File: config.mk
export PLATFORM = sky130hd
export DESIGN_NAME = hazard_ctrl
export DESIGN_NICKNAME = d
export VERILOG_FILES = /design/src/rtl/hazard_ctrl_pkg.sv /design/src/rtl/hazard_ctrl_mdu_seq.sv /design/src/rtl/hazard_ctrl.sv
export SDC_FILE = /design/constraint.sdc
export NUM_CORES = 1
export LEC_CHECK = 0
export ABC_AREA = 1
export CAP_MARGIN = 20
export CORE_MARGIN = 2
export CORE_UTILIZATION = 65
export DETAILED_ROUTE_END_ITERATION = 10
export DONT_BUFFER_PORTS = 1
export PLACE_DENSITY = 0.92
export SLEW_MARGIN = 20
export SYNTH_ARGS = -nofsm -noshare
export SYNTH_HDL_FRONTEND = slang
export SYNTH_SLANG_ARGS = --single-unit
File: constraint.sdc
create_clock -name clk -period 3.8 [get_ports clk]
set_input_delay 0.57 -clock clk [delete_from_list [all_inputs] [get_ports clk]]
set_output_delay 0.57 -clock clk [all_outputs]
set_load 0.01 [all_outputs]
File: src/rtl/hazard_ctrl_pkg.sv
// Shared constants for the hazard controller and its MDU sequencer.
package hazard_ctrl_pkg;
  localparam int unsigned MULT_CYC_DEF = 5;
  localparam int unsigned DIV_CYC_DEF  = 10;
  localparam int unsigned TW           = 2;
  localparam int unsigned RW           = 5;
  localparam int unsigned SCW          = 16;
  localparam logic [TW-1:0] TUSE_NONE  = 2'd3;
endpackage

File: src/rtl/hazard_ctrl_mdu_seq.sv
// MDU busy sequencer: down-counter, one-cycle done pulse and sticky overlap error.
module mdu_seq
  import hazard_ctrl_pkg::*;
#(
  parameter int unsigned MULT_CYC = MULT_CYC_DEF,
  parameter int unsigned DIV_CYC  = DIV_CYC_DEF
) (
  input  logic clk,
  input  logic rst_n,
  input  logic start,
  input  logic div,
  output logic busy,
  output logic done,
  output logic err
);
  localparam int unsigned CW = $clog2(DIV_CYC + 1);

  logic [CW-1:0] cnt;
  logic [CW-1:0] cnt_nxt;

  // A start is only accepted from idle; the last busy cycle still counts as busy.
  always_comb begin
    cnt_nxt = cnt;
    if (cnt != '0) begin
      cnt_nxt = cnt - CW'(1);
    end else if (start) begin
      cnt_nxt = div ? CW'(DIV_CYC) : CW'(MULT_CYC);
    end
  end

  always_ff @(posedge clk or negedge rst_n) begin
    if (!rst_n) begin
      cnt  <= '0;
      done <= 1'b0;
      err  <= 1'b0;
    end else begin
      cnt  <= cnt_nxt;
      done <= (cnt == CW'(1));
      if (start && (cnt != '0)) err <= 1'b1;
    end
  end

  assign busy = (cnt != '0);
endmodule

File: src/rtl/hazard_ctrl.sv
// D-stage hazard detection: RAW stalls against E/M, MDU interlock and stall counter.
module hazard_ctrl
  import hazard_ctrl_pkg::*;
#(
  parameter int unsigned MULT_CYC = MULT_CYC_DEF,
  parameter int unsigned DIV_CYC  = DIV_CYC_DEF
) (
  input  logic           clk,
  input  logic           rst_n,
  input  logic [RW-1:0]  rs_D,
  input  logic [RW-1:0]  rt_D,
  input  logic [TW-1:0]  tuse_rs_D,
  input  logic [TW-1:0]  tuse_rt_D,
  input  logic           md_D,
  input  logic [RW-1:0]  wa_E,
  input  logic [RW-1:0]  wa_M,
  input  logic [TW-1:0]  tnew_E,
  input  logic [TW-1:0]  tnew_M,
  input  logic           RWE_E,
  input  logic           RWE_M,
  input  logic           start_E,
  input  logic           div_E,
  output logic           stall,
  output logic           clr_DE,
  output logic           mdu_busy,
  output logic           mdu_done,
  output logic           mdu_err,
  output logic [SCW-1:0] stall_cnt
);
  logic hz_rs;
  logic hz_rt;
  logic hz_md;

  mdu_seq #(
    .MULT_CYC (MULT_CYC),
    .DIV_CYC  (DIV_CYC)
  ) u_mdu_seq (
    .clk   (clk),
    .rst_n (rst_n),
    .start (start_E),
    .div   (div_E),
    .busy  (mdu_busy),
    .done  (mdu_done),
    .err   (mdu_err)
  );

  // A producer blocks D when its result arrives later than D needs it; unused operands never block.
  always_comb begin
    hz_rs = (rs_D != '0) && (tuse_rs_D != TUSE_NONE) &&
            ((RWE_E && (wa_E == rs_D) && (tuse_rs_D < tnew_E)) ||
             (RWE_M && (wa_M == rs_D) && (tuse_rs_D < tnew_M)));
    hz_rt = (rt_D != '0) && (tuse_rt_D != TUSE_NONE) &&
            ((RWE_E && (wa_E == rt_D) && (tuse_rt_D < tnew_E)) ||
             (RWE_M && (wa_M == rt_D) && (tuse_rt_D < tnew_M)));
    hz_md = md_D && (start_E || mdu_busy);
  end

  assign stall  = hz_rs || hz_rt || hz_md;
  assign clr_DE = stall;

  always_ff @(posedge clk or negedge rst_n) begin
    if (!rst_n) begin
      stall_cnt <= '0;
    end else if (stall && (stall_cnt != '1)) begin
      stall_cnt <= stall_cnt + SCW'(1);
    end
  end
endmodule

; After elaboration in Yosys (flattened, before gate mapping)
; Index checks and enable logic that the tools add are counted.
[totals]
word_cells = 45
input_bits = 35
regBits = 22
[classes]
mux = 3
add_sub_neg = 2
order_cmp = 4
n_eq_ne = 8
n_reduce_logical = 24
[ops]
columns = operator, count
row1 = $eq A5 B5 Y1, 4
row2 = $add A16 B1 Y16 const B, 1
row3 = $ne A16 B16 Y1 const B, 1
row4 = $logic_and A1 B1 Y1, 15
row5 = $mux W4, 3
row6 = $reduce_bool A5 Y1, 2
row7 = $lt A2 B2 Y1, 4
row8 = $logic_or A1 B1 Y1, 5
row9 = $eq A4 B1 Y1 const B, 1
row10 = $ne A2 B2 Y1 const B, 2
row11 = $reduce_bool A4 Y1, 1
row12 = $sub A4 B1 Y4 const B, 1
row13 = $reduce_bool A2 Y1, 1

; Depth between registers and ports, before layout
; Gate-level depths: netlist of the first run.
[logic_depth]
ltp_word = 8
ltp_mapped = 15
ltp_nobuf = 14

; By module
; From an unflattened synthesis of the first run, not the netlist that was laid out.
[unflattened]
cells_unflattened = 298
area_unflattened_um2 = 1859.3
[by_module_without_submodules]
columns = module, seq_area_each_um2, n_inst, cells_per_inst, area_each_um2
row1 = hazard_ctrl, 400.4, 1, 258, 1525.2
row2 = mdu_seq, 150.1, 1, 40, 334.1

; Least setup slack after synthesis of the first run
; Ideal clock, no wire load.
[synth_timing]
path_kind = input-to-output
start = input tnew_M[1]
end = output stall
cell_stages = 10
path_slack_ns = 1.579
t_required_ns = 3.230
arrival_time_ns = 1.651
cell_sequence = inv_1 ha_1 a21boi_0 nor2_1 nand3_1 nand2_1 nand2_1 nand3_4 buf_6 buf_4
[synth_via]
elab_chain_cells = 6
elab_cells_between_ends = 10
cone_classes = order compare: 2 / reduce/logical: 8
[synth_lines]
columns = element, line
row1 = start: declaration, hazard_ctrl.sv:18  ; input logic [TW-1:0] tnew_M,
row2 = "$lt A2 B2 Y1, on equally long branches", "hazard_ctrl.sv:51, hazard_ctrl.sv:54"
row3 = "$logic_and A1 B1 Y1, on equally long branches", "hazard_ctrl.sv:51, hazard_ctrl.sv:54"
row4 = "$logic_or A1 B1 Y1, on equally long branches", "hazard_ctrl.sv:50, hazard_ctrl.sv:53"
row5 = "$logic_and A1 B1 Y1, on equally long branches", "hazard_ctrl.sv:49, hazard_ctrl.sv:52"
row6 = $logic_or A1 B1 Y1 (*) (2 in a row), hazard_ctrl.sv:58  ; assign stall = hz_rs || hz_rt || hz_md;
row7 = end: declaration, hazard_ctrl.sv:23  ; output logic stall,
; Mark *: on every way between the ends. The rest lies on a longest branch, timed or not.

; Worst setup path in the final report of the first run
[layout_timing]
start = register u_mdu_seq.cnt[0]
end = output stall
[layout_via]
elab_chain_cells = 4
[layout_lines]
columns = element, line
row1 = start: declaration, hazard_ctrl_mdu_seq.sv:18  ; logic [CW-1:0] cnt;
row2 = start signal: assignment, hazard_ctrl_mdu_seq.sv:37  ; cnt <= cnt_nxt;
row3 = $reduce_bool A4 Y1, hazard_ctrl_mdu_seq.sv:43  ; assign busy = (cnt != '0);
row4 = via mdu_busy, hazard_ctrl.sv:25  ; output logic mdu_busy,
row5 = $logic_or A1 B1 Y1, hazard_ctrl.sv:55  ; hz_md = md_D && (start_E || mdu_busy);
row6 = $logic_and A1 B1 Y1, hazard_ctrl.sv:55
row7 = $logic_or A1 B1 Y1, hazard_ctrl.sv:58
; The timed path passes the listed nets, and every way through them passes these cells.

==> reports/metrics.csv, run 1 <==
stage,metric,value,unit
sta,setup_violations,0,
synthesis,synth_common_cells,"nand2_1 (100), inv_1 (49), nand3_1 (32)",
die,start_util,68.47,%
synthesis,synth_cells,292,
synthesis,synth-main-ff-cell,dfrtp_1,
synthesis,synth.net_count,334,
pwr,powerDensity,398.4,nW/um^2
route,firstDrtPassIters,5,
synthesis,ys_seq_elements,22,
sta,rsz0062_at_grt,false,
synthesis,synth-edff-count,0,
die,die_area,3352,um^2
synthesis,synth_area_per_cell,6.466,um^2
worst_setup_path,critPathCaptureType,primary output,
clock_tree,cts.path.max_buffers,2,
sta,max-slew-margin-rel,68.97,%
global_route,busiest_layer,met2,
placement,gp_congestion,0.9276,
synthesis,yosysMostFrequentCell,nand2_1,
sta,finalMaxSlewViolations,0,
cells_and_area,antenna_cells,0,
pwr,leakage,1.044,nW
sta,min_period,2.461,ns
global_route,grt_pass1_wl,6789,um
clock_tree,cts_tree,done,
synthesis,async_reset_ff_share,100.0,%
pwr,p_int,0.4513,mW
global_route,grt_pass1_vias,1680,
worst_setup_path,required,3.23,ns
min_path,hp-class,input port to async pin,
synthesis,synth_warnings,0,
clock_tree,ctsResizeCount,0,
clock_tree,cts-buffers-inserted,3,
die,io_pins,56,
global_route,grt_max_degree,25,
flow_run,cap_violations,0,
synthesis,ys_types,29,
route,routed_wl,4045,um
worst_setup_path,path_max_fanout,24,
sta,hold_viol,0,
route,num_vias,1799,
clock_tree,cts.sinks,22,
route,wl_per_cell,12.52,um
route,drcViolationCount,0,
die,die_w,57.90,um
status,outcome,"complete, no violations",
worst_setup_path,worst_setup_path_start_kind,flip-flop,
cells_and_area,post_route_cells_drive_above_1_share,6.507,%
route,drtIter0Drc,95,
sta,timing.setup.tns,0,ns
cells_and_area,nFillCells,246,
synthesis,synth.yosys.seq_area_share,29.16,%
die,placementRows,19,
global_route,grt_antenna_before_repair,0,
worst_setup_path,cp.arrival,1.89,ns
cells_and_area,areaGrowthSynthToFinish,1.789,%
cells_and_area,final_cells,323,
synthesis,synth_area_leaders,"dfrtp_1 (29%), nand2_1 (20%), inv_1 (9.7%), nand3_1 (8.5%), nor2_1 (4.8%)",
clock_tree,insertion_delay,0.31,ns
global_route,grt_use_met2,45.62,%
clock_tree,cts_root_buf,clkbuf_4,
global_route,grtUsageTotal,25.79,%
placement,placedCellCount,318,
synthesis,yosys.area.top_type,dfrtp_1,
route,viasPerCell,5.570,
route,ant_nets,0,
global_route,grt_overflow_total,0,
sta,skew,0.001366,ns
pwr,pwr-share-seq,47.0,%
cells_and_area,final_nets,335,
pwr,swShare,41.06,%
placement,port_buffers,0,
pwr,power_frac_clock,16.9,%
sta,max_freq,0.4064,GHz
die,die_y,57.90,um
clock_tree,htreeDepth,1,
sta,worstMarginPinSlew,0.4654,ns
sta,fin_crit_sh,64.75,%
pwr,p_comb_share,36.1,%
die,core-area,2758,um^2
global_route,grtUsageMet3,4.911,%
pwr,power_switching,0.3144,mW
synthesis,synth_top_cell_area_share,29.16,%
pwr,peakVddDrop,0.3945,mV
synthesis,netlist_area,1888,um^2
worst_setup_path,crit_type,flip-flop to primary output,
clock_tree,path_clk_slew,0.12,ns
global_route,use_met1,30.91,%
placement,dp_hpwl,3177,um
## repair_timing
item / in CTS / in global routing
hold buffers: 1 / 0
endpoints found under the hold margin: 22 / 0
setup buffers: 0 / 0
## stage by stage
stage / util (%) / worst slack, ns / instance area (um^2) / hold slack, ns / total power, mW
floorplan: - / 1.579 / 1888 / 0.2744 / 0.5972
global route: 69.69 / 1.204 / 1922 / 0.2342 / 0.8316
CTS: 69.87 / 1.354 / 1927 / 0.3687 / 0.7704
global placement: 68.19 / 1.673 / 1881 / 0.2750 / 0.6239
finish: 69.69 / 1.339 / 1922 / 0.1909 / 0.7656
detailed placement: 68.19 / 1.624 / 1881 / 0.2749 / 0.6373
## cell families (layout without fill, tap and decap cells)
kind of cell / after synthesis / after routing / synth area share [%]
AND/OR/NAND/NOR: 181 / 181 / 43.54
buffers and inverters: 58 / 58 / 12.99
AO/OA/AOI/OAI: 11 / 11 / 3.644
XOR/XNOR: 13 / 13 / 6.031
adder cells (fa/ha/maj): 7 / 7 / 4.639
flip-flops: 22 / 22 / 29.16
## routing by layer
metal  share of wire, %  vias up
li1                   -      906
met4                1.7        0
met2                 49       84
met3                9.0        8
met1                 40      801
met5                  0        -
## sequential cells by signal, indices dropped and copies added (netlist names)
name            count
stall_cnt          16
u_mdu_seq.cnt       4
u_mdu_seq.done      1
u_mdu_seq.err       1
## critical path: stages (launching register included)
cell	delay [ns]
dfrtp_1	0.40
inv_1	0.12
ha_1	0.19
nand2_2	0.08
nor2_4	0.12
inv_2	0.09
nor2_4	0.11
inv_2	0.06
nand2_1	0.11
nand3_4	0.29
## power by group through the flow
stage / logic (mW) / registers, mW / clock network [mW]
floorplan: 0.243 / 0.354 / 0
global placement: 0.260 / 0.364 / 0
global route: 0.321 / 0.370 / 0.140
finish: 0.276 / 0.360 / 0.129
detailed placement: 0.272 / 0.365 / 0
CTS: 0.279 / 0.361 / 0.131
## layout make-up
class | instances | area [um^2] | share of cell area [%]
multi-input combinational | 212 | 1092 | 56.84
timing repair buffer | 1 | 5.005 | 0.2604
clock buffer | 4 | 36.28 | 1.888
inverter | 53 | 198.9 | 10.35
tap | 31 | 38.79 | 2.018
sequential | 22 | 550.5 | 28.65
## cell usage in the layout (no fill, tap or decap), types with 2 or more instances in the layout
cell type	netlist	layout
nand2_2	2	2
clkbuf_4	0	3
o21ai_0	5	5
ha_1	7	7
a21boi_0	2	2
inv_1	49	49
nand4_1	3	3
dfrtp_1	22	22
nor2_4	2	2
nor2_1	24	24
inv_2	3	3
nor3_1	10	10
nand3_1	32	32
xor2_1	10	10
nand2_1	100	100
xnor2_1	3	3
nor3_2	3	3
## final timing paths
path	start	endpoint	slack, ns	cells past startpoint
worst max-delay path	u_mdu_seq.cnt[0]	stall	1.34	9
max in group asynchronous	rst_n	stall_cnt[9]	3.29	1
min in group clk	start_E	u_mdu_seq.err	0.37	1
worst min register to register	u_mdu_seq.cnt[3]	u_mdu_seq.done	0.53	1
worst min-delay path	rst_n	u_mdu_seq.err	0.19	1
worst max register to register	u_mdu_seq.cnt[0]	stall_cnt[14]	1.70	12
Note: power is estimated with default switching activity, not from simulation.
==> run 2, diff against run 1 <==
--- a/config.mk
+++ b/config.mk
@@ -8,10 +8,10 @@
 export ABC_AREA = 1
 export CAP_MARGIN = 20
 export CORE_MARGIN = 2
-export CORE_UTILIZATION = 65
+export CORE_UTILIZATION = 57
 export DETAILED_ROUTE_END_ITERATION = 10
 export DONT_BUFFER_PORTS = 1
-export PLACE_DENSITY = 0.92
+export PLACE_DENSITY = 0.86
 export SLEW_MARGIN = 20
 export SYNTH_ARGS = -nofsm -noshare
 export SYNTH_HDL_FRONTEND = slang
==> constraint.sdc (replaced) <==
create_clock -name clk -period 2.1 [get_ports clk]
set_input_delay 0.315 -clock clk [delete_from_list [all_inputs] [get_ports clk]]
set_output_delay 0.315 -clock clk [all_outputs]
set_load 0.01 [all_outputs]
==> run 2 against run 1 <==
Effect of this change:
- cell count increased by 8.4%
- critical path type unchanged
- highest routed layer unchanged
- largest cell class unchanged
- sequential share of layout area is 2.6 points lower
- design area up 10%
- hold slack lost 0.080 ns
- wire length is 12% higher
- register-to-register slack worse by 1.4 ns
- global-route usage fell by 0.55 points
- first-iteration DRC count shrank 1.1%
- critical path depth rose by 1
- clock skew increased by 0.0044 ns
- non-clock buffer count rose by 13
- sequential cell count did not move
==> reports/metrics.csv, run 2 (synthesis gave the netlist of run 1 again) <==
stage,metric,value,unit,change
cells_and_area,nFillCells,288,,+17%
sta,max_freq,0.4812,GHz,
route,wl_per_cell,12.99,um,+3.7%
sta,whs,0.1112,ns,-0.07974 ns
sta,min_period,2.078,ns,
die,die_w,61.56,um,+6.3%
min_path,hp-class,input port to flip-flop,,
worst_setup_path,crit_path_start,u_mdu_seq.cnt[0],,
worst_setup_path,endpoint,clr_DE,,
die,start_util,60.85,%,-7.6 points
pwr,leakage,1.138,nW,+9.0%
worst_setup_path,worst_setup_path_start_kind,flip-flop,,
global_route,use_met1,29.50,%,-1.4 points
route,ant_nets,0,,unchanged
worst_setup_path,crit_type,flip-flop to primary output,,
cells_and_area,largest_reg_flops,16,,unchanged
die,core-area,3103,um^2,+13%
clock_tree,insertion_delay,0.32,ns,about the same
cells_and_area,antenna_cells,0,,unchanged
sta,fin_crit_sh,98.96,%,
route,routed_wl,4545,um,+12%
cells_and_area,post_route_cells_drive_above_1_share,11.76,%,+5.3 points
placement,port_buffers,0,,unchanged
clock_tree,path_clk_slew,0.12,ns,about the same
cells_and_area,final_cells,350,,+8.4%
sta,hold_viol,0,,unchanged
clock_tree,cts.path.max_buffers,2,,unchanged
worst_setup_path,r2r_end,stall_cnt[13],,
worst_setup_path,reg2regPathDepth,12,,unchanged
global_route,grt_pass1_wl,7100,um,+4.6%
global_route,busiest_layer,met2,,
global_route,grt_max_degree,23,,-8.0%
clock_tree,cts.sinks,22,,unchanged
sta,skew,0.005794,ns,+0.004428 ns
global_route,grtUsageTotal,25.24,%,-0.55 points
cells_and_area,final_area,2113,um^2,+10%
cells_and_area,top_regs,"stall_cnt: 16 flops, u_mdu_seq.cnt: 4 flops",,
placement,placedCellCount,335,,+5.3%
worst_setup_path,r2r_setup_slack,0.32,ns,-1.38 ns
cells_and_area,mostFrequentLayoutCell,nand2_1,,
worst_setup_path,path_max_fanout,8,,-67%
sta,setup_violations,0,,unchanged
die,die_area,3789,um^2,+13%
cells_and_area,final_nets,349,,+4.2%
global_route,grt_use_met2,44.96,%,-0.65 points
sta,worstMarginPinSlew,0.4956,ns,+0.03015 ns
die,die_y,61.56,um,+6.3%
cells_and_area,regMostFlops,stall_cnt,,
placement,dp_hpwl,3392,um,+6.8%
clock_tree,htreeDepth,1,,unchanged
placement,postPlaceCellArea,1939,um^2,+3.1%
sta,finalMaxSlewViolations,0,,unchanged
global_route,grtUsageMet3,6.092,%,+1.2 points
worst_setup_path,r2r-start,u_mdu_seq.cnt[0],,
placement,gp_congestion,0.8706,,-6.1%
status,outcome,"complete, no violations",,
global_route,grt_antenna_before_repair,0,,unchanged
route,drcViolationCount,0,,unchanged
sta,rsz0062_at_grt,true,,
global_route,grt_overflow_total,0,,unchanged
clock_tree,cts_root_buf,clkbuf_4,,
cells_and_area,final_cell_mix,"nand2_1 (99), inv_1 (47), nand3_1 (32)",,
die,io_pins,56,,unchanged
route,num_vias,1782,,-0.94%
worst_setup_path,critPathCaptureType,primary output,,
worst_setup_path,required,1.78,ns,-1.45 ns
clock_tree,cts_tree,done,,
global_route,grt_pass1_vias,1724,,+2.6%
cells_and_area,areaGrowthSynthToFinish,11.93,%,
pwr,powerDensity,750.1,nW/um^2,+88%
pwr,peakVddDrop,0.6414,mV,+63%
sta,max-slew-margin-rel,66.96,%,-2.0 points
pwr,p_total,1.585,mW,+110%
route,firstDrtPassIters,4,,-1
flow_run,cap_violations,0,,unchanged
die,placementRows,20,,+1
worst_setup_path,cp.arrival,1.76,ns,-0.13 ns
clock_tree,cts-buffers-inserted,3,,unchanged
route,drtIter0Drc,94,,-1.1%
route,viasPerCell,5.091,,-8.6%
run 2: how the worst min path moves through the flow:
stage,cells after the start,end,start,slack [ns]
after floorplan,0,stall_cnt[0],rst_n,0.02
after global placement,0,stall_cnt[12],rst_n,0.02
after detailed placement,0,stall_cnt[12],rst_n,0.02
after CTS,1,u_mdu_seq.err,start_E,0.11
after global routing,1,u_mdu_seq.err,start_E,0.11
final,1,u_mdu_seq.err,start_E,0.11
run 2: per-layer routing:
metal  up-vias  wire length (um)
li1        932                 -
met1       794              1955
met2        50              2233
met3         6               279
met4         0                76
met5         -                 0
run 2: metrics by stage:
stage	setup TNS, ns	utilization [%]	setup WS [ns]
after detailed placement	0	62.50	0.1705
after global placement	0	62.50	0.2458
after CTS	-0.008203	67.70	-0.008203
after global routing	-0.07283	68.10	-0.07283
final	0	68.10	0.02181
after floorplan	0	-	0.2908
run 2: critical path: stages (launching register included):
cell and delay, ns:
dfrtp_1 0.41, inv_2 0.08, ha_4 0.15, nand2_4 0.05, nor2_4 0.12, inv_4 0.07
nor2_4 0.09, inv_2 0.06, nand2_4 0.07, nand3_4 0.15, buf_12 0.19
run 2: timing repair:
action                                  CTS  global route
hold endpoints to repair                 22            22
gates cloned                              2             0
hold buffers                              1             1
gates resized for setup                   8             0
pin swaps                                 6             4
endpoints found under the setup margin    1             1
buffers inserted                          6             1
run 2: cell type report:
class	count	area, um^2	share of cell area (%)
multi-input cells	213	1127	53.35
well taps	44	55.05	2.605
flip-flops and latches	22	550.5	26.05
repair buffers	14	142.6	6.750
clock buffers	4	36.28	1.717
inverters	53	201.4	9.532
run 2: where the power goes:
group / switching, mW / internal, mW / total, mW / leakage (nW)
Clock: 0.134 / 0.106 / 0.240 / 0.0210
Combinational: 0.377 / 0.318 / 0.695 / 0.830
Sequential: 0.128 / 0.522 / 0.650 / 0.287
